## config.mk

```make
export PLATFORM = sky130hd
export DESIGN_NAME = voice_alloc
export DESIGN_NICKNAME = d
export VERILOG_FILES = /design/src/rtl/voice_alloc.sv
export SDC_FILE = /design/constraint.sdc
export NUM_CORES = 1
export LEC_CHECK = 0
export CAP_MARGIN = 20
export CORE_ASPECT_RATIO = 1.5
export CORE_MARGIN = 10
export CORE_UTILIZATION = 53
export CTS_CLUSTER_SIZE = 28
export DETAILED_ROUTE_END_ITERATION = 12
export PLACE_DENSITY = 0.8
export SLEW_MARGIN = 40
export SYNTH_ARGS = -nofsm -noshare
export SYNTH_HDL_FRONTEND = slang
export SYNTH_SLANG_ARGS = --single-unit
```

## constraint.sdc

```tcl
create_clock -name clk -period 11.3 [get_ports clk]
set_input_delay 1.13 -clock clk [delete_from_list [all_inputs] [get_ports clk]]
set_output_delay 1.13 -clock clk [all_outputs]
set_load 0.05 [all_outputs]
```

## src/rtl/voice_alloc.sv

```systemverilog
// -----------------------------------------------------------------------------
// voice_alloc -- polyphonic voice allocator
//
// Takes one key event at a time (note-on / note-off) and assigns it to one of
// C_VOICES voices. A note-on retriggers a voice already playing that note,
// otherwise takes the lowest free voice, otherwise steals the oldest sounding
// voice. A note-off releases the voice playing that note, if any.
//
// Each event walks IDLE -> SCAN -> COMMIT -> DONE. evAck pulses in COMMIT.
// All voice outputs update on the edge that ends COMMIT.
//
// Ports
//   clk         in   system clock, rising edge
//   rst         in   synchronous reset, active-high
//   evValid     in   key event present, held until evAck
//   evOn        in   1 = note-on, 0 = note-off
//   evNote      in   note number
//   evAck       out  one-cycle event-consumed pulse
//   voiceGate   out  per-voice sounding flag
//   voiceNote   out  per-voice note, voice v at [v*C_NOTE_WIDTH +: C_NOTE_WIDTH]
//   voiceStart  out  one-cycle (re)trigger pulse per voice
//   steal       out  one-cycle pulse when a note-on evicted a sounding voice
//   activeCnt   out  number of sounding voices
// -----------------------------------------------------------------------------
module voice_alloc #(
  parameter int C_VOICES     = 4,
  parameter int C_NOTE_WIDTH = 7,
  parameter int C_AGE_WIDTH  = 8
) (
  input  logic                             clk,
  input  logic                             rst,
  input  logic                             evValid,
  input  logic                             evOn,
  input  logic [C_NOTE_WIDTH-1:0]          evNote,
  output logic                             evAck,
  output logic [C_VOICES-1:0]              voiceGate,
  output logic [C_VOICES*C_NOTE_WIDTH-1:0] voiceNote,
  output logic [C_VOICES-1:0]              voiceStart,
  output logic                             steal,
  output logic [3:0]                       activeCnt
);

  localparam int IDX_W = (C_VOICES > 1) ? $clog2(C_VOICES) : 1;

  localparam logic [1:0] IDLE   = 2'd0;
  localparam logic [1:0] SCAN   = 2'd1;
  localparam logic [1:0] COMMIT = 2'd2;
  localparam logic [1:0] DONE   = 2'd3;

  // ---------------------------------------------------------------------------
  // State
  // ---------------------------------------------------------------------------
  logic [1:0]                                state_q, state_d;

  // Latched event: the inputs may change once IDLE has accepted the event.
  logic                                      on_q, on_d;
  logic [C_NOTE_WIDTH-1:0]                   note_lat_q, note_lat_d;

  // Scan results captured in SCAN and consumed in COMMIT.
  logic                                      match_found_q, match_found_d;
  logic [IDX_W-1:0]                          match_idx_q, match_idx_d;
  logic                                      free_found_q, free_found_d;
  logic [IDX_W-1:0]                          free_idx_q, free_idx_d;
  logic [IDX_W-1:0]                          old_idx_q, old_idx_d;

  // Voice state.
  logic [C_VOICES-1:0]                       gate_q, gate_d;
  logic [C_VOICES-1:0][C_NOTE_WIDTH-1:0]     notes_q, notes_d;
  logic [C_VOICES-1:0][C_AGE_WIDTH-1:0]      age_q, age_d;
  logic [C_VOICES-1:0]                       start_q, start_d;
  logic                                      steal_q, steal_d;
  logic [3:0]                                cnt_q, cnt_d;

  // Combinational scan of the current voice state.
  logic                                      scan_match_found;
  logic [IDX_W-1:0]                          scan_match_idx;
  logic                                      scan_free_found;
  logic [IDX_W-1:0]                          scan_free_idx;
  logic                                      scan_old_found;
  logic [IDX_W-1:0]                          scan_old_idx;
  logic [C_AGE_WIDTH-1:0]                    scan_old_age;

  // Target voice chosen for a note-on in COMMIT.
  logic [IDX_W-1:0]                          tgt_idx;

  // ---------------------------------------------------------------------------
  // Scan: lowest-index match, lowest-index free voice, oldest sounding voice.
  // Walking upward and only replacing on a strictly greater age makes ties
  // resolve to the lowest index.
  // ---------------------------------------------------------------------------
  always_comb begin
    // NOTE: every variable written in a combinational block gets a default
    // first; a path that leaves one unassigned would infer a latch.
    scan_match_found = 1'b0;
    scan_match_idx   = '0;
    scan_free_found  = 1'b0;
    scan_free_idx    = '0;
    scan_old_found   = 1'b0;
    scan_old_idx     = '0;
    scan_old_age     = '0;
    for (int v = 0; v < C_VOICES; v++) begin
      if (gate_q[v] && (notes_q[v] == note_lat_q) && !scan_match_found) begin
        scan_match_found = 1'b1;
        scan_match_idx   = IDX_W'(v);
      end
      if (!gate_q[v] && !scan_free_found) begin
        scan_free_found = 1'b1;
        scan_free_idx   = IDX_W'(v);
      end
      if (gate_q[v] && (!scan_old_found || (age_q[v] > scan_old_age))) begin
        scan_old_found = 1'b1;
        scan_old_idx   = IDX_W'(v);
        scan_old_age   = age_q[v];
      end
    end
  end

  // Note-on target: retrigger a match, else take a free voice, else steal.
  always_comb begin
    if (match_found_q) begin
      tgt_idx = match_idx_q;
    end else if (free_found_q) begin
      tgt_idx = free_idx_q;
    end else begin
      tgt_idx = old_idx_q;
    end
  end

  // ---------------------------------------------------------------------------
  // Next-state logic
  // ---------------------------------------------------------------------------
  always_comb begin
    state_d       = state_q;
    on_d          = on_q;
    note_lat_d    = note_lat_q;
    match_found_d = match_found_q;
    match_idx_d   = match_idx_q;
    free_found_d  = free_found_q;
    free_idx_d    = free_idx_q;
    old_idx_d     = old_idx_q;
    gate_d        = gate_q;
    notes_d       = notes_q;
    age_d         = age_q;
    // Pulses fall back to zero unless COMMIT raises them.
    start_d       = '0;
    steal_d       = 1'b0;

    case (state_q)
      IDLE: begin
        if (evValid) begin
          on_d       = evOn;
          note_lat_d = evNote;
          state_d    = SCAN;
        end
      end

      SCAN: begin
        match_found_d = scan_match_found;
        match_idx_d   = scan_match_idx;
        free_found_d  = scan_free_found;
        free_idx_d    = scan_free_idx;
        old_idx_d     = scan_old_idx;
        state_d       = COMMIT;
      end

      COMMIT: begin
        if (on_q) begin
          // Every other sounding voice gets one step older (saturating).
          for (int v = 0; v < C_VOICES; v++) begin
            if (IDX_W'(v) == tgt_idx) begin
              age_d[v] = '0;
            end else if (gate_q[v] && (age_q[v] != {C_AGE_WIDTH{1'b1}})) begin
              age_d[v] = age_q[v] + 1'b1;
            end
          end
          gate_d[tgt_idx]  = 1'b1;
          notes_d[tgt_idx] = note_lat_q;
          start_d[tgt_idx] = 1'b1;
          steal_d          = !match_found_q && !free_found_q;
        end else if (match_found_q) begin
          // Release keeps the note so a downstream envelope can finish it.
          gate_d[match_idx_q] = 1'b0;
        end
        state_d = DONE;
      end

      DONE: begin
        // Wait for the producer to drop evValid so a held request is
        // consumed only once.
        if (!evValid) begin
          state_d = IDLE;
        end
      end

      default: state_d = IDLE;
    endcase
  end

  // Population count of the next gate vector, registered alongside it.
  always_comb begin
    cnt_d = '0;
    for (int v = 0; v < C_VOICES; v++) begin
      cnt_d = cnt_d + 4'(gate_d[v]);
    end
  end

  // ---------------------------------------------------------------------------
  // Registers
  // ---------------------------------------------------------------------------
  always_ff @(posedge clk) begin
    if (rst) begin
      // NOTE: the voice arrays are small flop banks, not RAM, so they take the
      // reset like any other register; a cleared note table is part of the
      // visible reset state.
      state_q       <= IDLE;
      on_q          <= 1'b0;
      note_lat_q    <= '0;
      match_found_q <= 1'b0;
      match_idx_q   <= '0;
      free_found_q  <= 1'b0;
      free_idx_q    <= '0;
      old_idx_q     <= '0;
      gate_q        <= '0;
      notes_q       <= '0;
      age_q         <= '0;
      start_q       <= '0;
      steal_q       <= 1'b0;
      cnt_q         <= '0;
    end else begin
      // NOTE: sequential state uses non-blocking assignments so every
      // register samples its pre-edge value, independent of statement order.
      state_q       <= state_d;
      on_q          <= on_d;
      note_lat_q    <= note_lat_d;
      match_found_q <= match_found_d;
      match_idx_q   <= match_idx_d;
      free_found_q  <= free_found_d;
      free_idx_q    <= free_idx_d;
      old_idx_q     <= old_idx_d;
      gate_q        <= gate_d;
      notes_q       <= notes_d;
      age_q         <= age_d;
      start_q       <= start_d;
      steal_q       <= steal_d;
      cnt_q         <= cnt_d;
    end
  end

  // ---------------------------------------------------------------------------
  // Outputs
  // ---------------------------------------------------------------------------
  // Masked by rst so a reset landing in COMMIT never shows an acknowledge.
  assign evAck      = (state_q == COMMIT) && !rst;
  assign voiceGate  = gate_q;
  assign voiceNote  = notes_q;
  assign voiceStart = start_q;
  assign steal      = steal_q;
  assign activeCnt  = cnt_q;

endmodule

```

==> flow_metrics.py <==
metrics = {
    "place": {
        "dp_hpwl_um": 9290,
        "place_area_um2": 5660,
        "pre_cts_slack_ns": 6.20,
        "place_inst": 707,
        "port_buffers": 51,
        "gp_congestion": 0.888,
    },
    "die": {
        "io_pins": 53,
        "core_um2": 9580,
        "num_rows": 44,
        "fp.dieH_um": 141,
        "initial_core_util_pct": 53.7,
        "die_area_um2": 14100,
        "die_x_um": 100,
    },
    "critical_path": {
        "cp-start-kind": "flip-flop",
        "critPathMaxFanout": 16,
        "cp.required_ns": 11.57,
        "worstPathArrival_ns": 5.47,
        "path_class": "reg2reg",
        "cp-end-kind": "flip-flop",
    },
    "power_and_ir_drop": {
        "peakVddDrop_v": 0.000113,
        "p_per_area_nw_per_um2": 149,
        "p_leak_nw": 2.22,
    },
    "cts": {
        "post_cts_buffers": 0,
        "cts.sinks": 90,
        "cts_buffers": 9,
        "path_clk_slew_ns": 0.07,
        "clock_tree.root_cell": "clkbuf_16",
        "cts_htree_levels": 3,
        "cts_tree": "done",
        "cts-resized-gates": 0,
        "cts_hold_buf": 0,
        "worstSkewPairLatency_ns": 0.35,
        "cts_max_path_buffers": 2,
    },
    "routing": {
        "drtAntennaViolNets": 0,
        "routedWlPerCell_um": 17.6,
        "num_vias": 4144,
        "initialDrtViolationCount": 297,
        "routed_wl_um": 12700,
        "drc": 0,
        "first_pass_iters": 4,
        "vias_per_cell": 5.74,
    },
    "final_layout": {
        "fin_area_um2": 6000,
        "final_cell_mix": "dfxtp_1 (90), nor2_1 (73), clkdlybuf4s50_1 (50), xnor2_1 (37), ha_1 (35)",
        "final_common_cell": "dfxtp_1",
        "post-route-util_pct": 62.6,
        "drive_above_1_share_pct": 10.4,
        "nets": 650,
        "nFillCells": 821,
        "stdcell_count": 722,
        "area_growth_pct": 16.7,
        "antenna_cells": 0,
    },
    "synthesis": {
        "synth_cell_types": 58,
        "ys.warnings.count": 0,
        "synth.area.top_cells": "dfxtp_1 (35%), ha_1 (8.5%), xnor2_1 (6.3%)",
        "synth-main-ff-cell": "dfxtp_1",
        "yosys.area.top_type": "dfxtp_1",
        "async_flop_share_pct": 0,
        "ys_seq_elements": 90,
        "synth-seq-area-share_pct": 35.0,
        "syn_inst": 570,
        "syn_area_um2": 5140,
        "syn_area_per_cell_um2": 9.02,
        "synth_nets": 617,
        "synth-edff-count": 0,
        "yosysTopAreaCellShare_pct": 35.0,
    },
    "timing": {
        "setup_tns_ns": 0,
        "clock_skew_ns": 0.00684,
        "finalHoldViolations": 0,
        "setup_ws_ns": 6.09,
        "report.final.slew_viol_count": 0,
        "fin_crit_sh_pct": 46.1,
        "slew-limit-headroom_pct": 48.9,
        "fin_crit_ns": 5.21,
        "setup_viol": 0,
        "worst_pin_slew_ns": 0.751,
        "timing.fmax_ghz": 0.192,
        "rsz0062_at_grt": "no",
    },
    "flow_run": {
        "maxCapViolations": 0,
    },
    "global_route": {
        "grt_max_degree": 72,
        "grt_pass1_wl_um": 21200,
        "grt_overflow": 0,
        "grtUsageTotal_pct": 18.3,
        "antenna_found_initial": 0,
        "grt_pass1_vias": 4252,
    },
    "outcome": {
        "status": "complete, no violations",
    },
    "hold_path": {
        "hold_path.class": "reg2reg",
    },
}
[per-layer routing]
metal	part of all wire (%)	track usage (%)	up-vias
met5	0	0	-
met4	2.7	8.06	0
met3	5.0	4.16	23
met2	54	33.7	89
met1	38	19.0	1995
li1	-	-	2037
[final cells by class]
type | count | area [µm²] | area share, %
clock buffers | 9 | 225 | 3.75
clock inverters | 6 | 115 | 1.92
inverters | 23 | 86.3 | 1.44
multi-input cells | 427 | 3110 | 51.9
flip-flops and latches | 90 | 1800 | 30.0
well taps | 115 | 144 | 2.40
repair buffers | 52 | 513 | 8.55
[worst max-delay path, stage by stage (launching register included)]
cell,delay [ns]
dfxtp_1,0.63
nand2_1,0.16
ha_1,0.31
nor2b_1,0.14
o211ai_1,0.19
a21o_1,0.16
a31o_2,0.28
mux2_2,0.37
ha_1,0.30
a21o_1,0.13
a311oi_2,0.14
nor2b_1,0.19
a221oi_4,0.48
mux2_2,0.40
ha_1,0.30
nand3_1,0.10
o22ai_1,0.16
o21bai_1,0.09
a32o_1,0.23
nor2b_1,0.14
nor3_1,0.20
[worst paths after layout]
check | from | depth (start not counted) | slack, ns | endpoint
worst max-delay path | voiceGate[0] | 20 | 6.09 | old_idx_q[1]
worst min-delay path | free_idx_q[0] | 2 | 0.49 | free_idx_q[0]
worst max register to register | voiceGate[0] | 20 | 6.09 | old_idx_q[1]
worst min register to register | free_idx_q[0] | 2 | 0.49 | free_idx_q[0]
[cells by family after synthesis]
logic type                 count (synthesis)  synth area share [%]
other                                      1                0.0729
DFF                                       90                  35.0
xor gates and xnor gates                  49                  8.35
and+or+nand+nor                          215                  21.9
adders and majority gates                 36                  8.91
muxes                                     51                  11.1
AOI/OAI and AO/OA                         75                  10.2
buffers and inverters                     53                  4.40
[cell usage after synthesis (3+ instances only)]
cell type,count
nor4_1,6
mux2_4,3
nor3_1,5
nor2_2,4
a211oi_1,3
nor4_2,5
xnor2_1,37
clkbuf_1,20
nor2_1,73
nand2b_1,10
nand3_1,24
nor3_2,3
mux2_2,16
inv_1,23
or3_1,3
a21oi_1,28
xor2_1,12
buf_4,3
ha_1,35
buf_2,4
nand2_1,33
a21o_1,5
o21ai_0,13
a22oi_1,3
mux2i_1,30
o31ai_1,5
nand4_1,19
dfxtp_1,90
nor2b_1,14
[through the flow]
stage	power [mW]	hold slack (ns)
final	0.897	0.485
after global routing	0.932	0.508
after CTS	0.901	0.482
after detailed placement	0.557	0.474
after global placement	0.552	0.459
after floorplan	0.519	0.445
[state kept, by name (all words and copies together), names as in the netlist, 2 cells and up]
register	flops
note_lat_q	7
old_idx_q	2
state_q	2
match_idx_q	2
free_idx_q	2
age_q	32
voiceGate	4
voiceStart	4
activeCnt	3
voiceNote	28
[power by group]
group / total (mW) / switching (mW) / internal [mW] / leakage, nW
Clock: 0.345 / 0.129 / 0.216 / 0.162
Sequential: 0.368 / 0.0346 / 0.334 / 0.727
Combinational: 0.183 / 0.111 / 0.0726 / 1.33
Total: 0.897 / 0.275 / 0.622 / 2.22
Power figures use the tool's default switching activity.
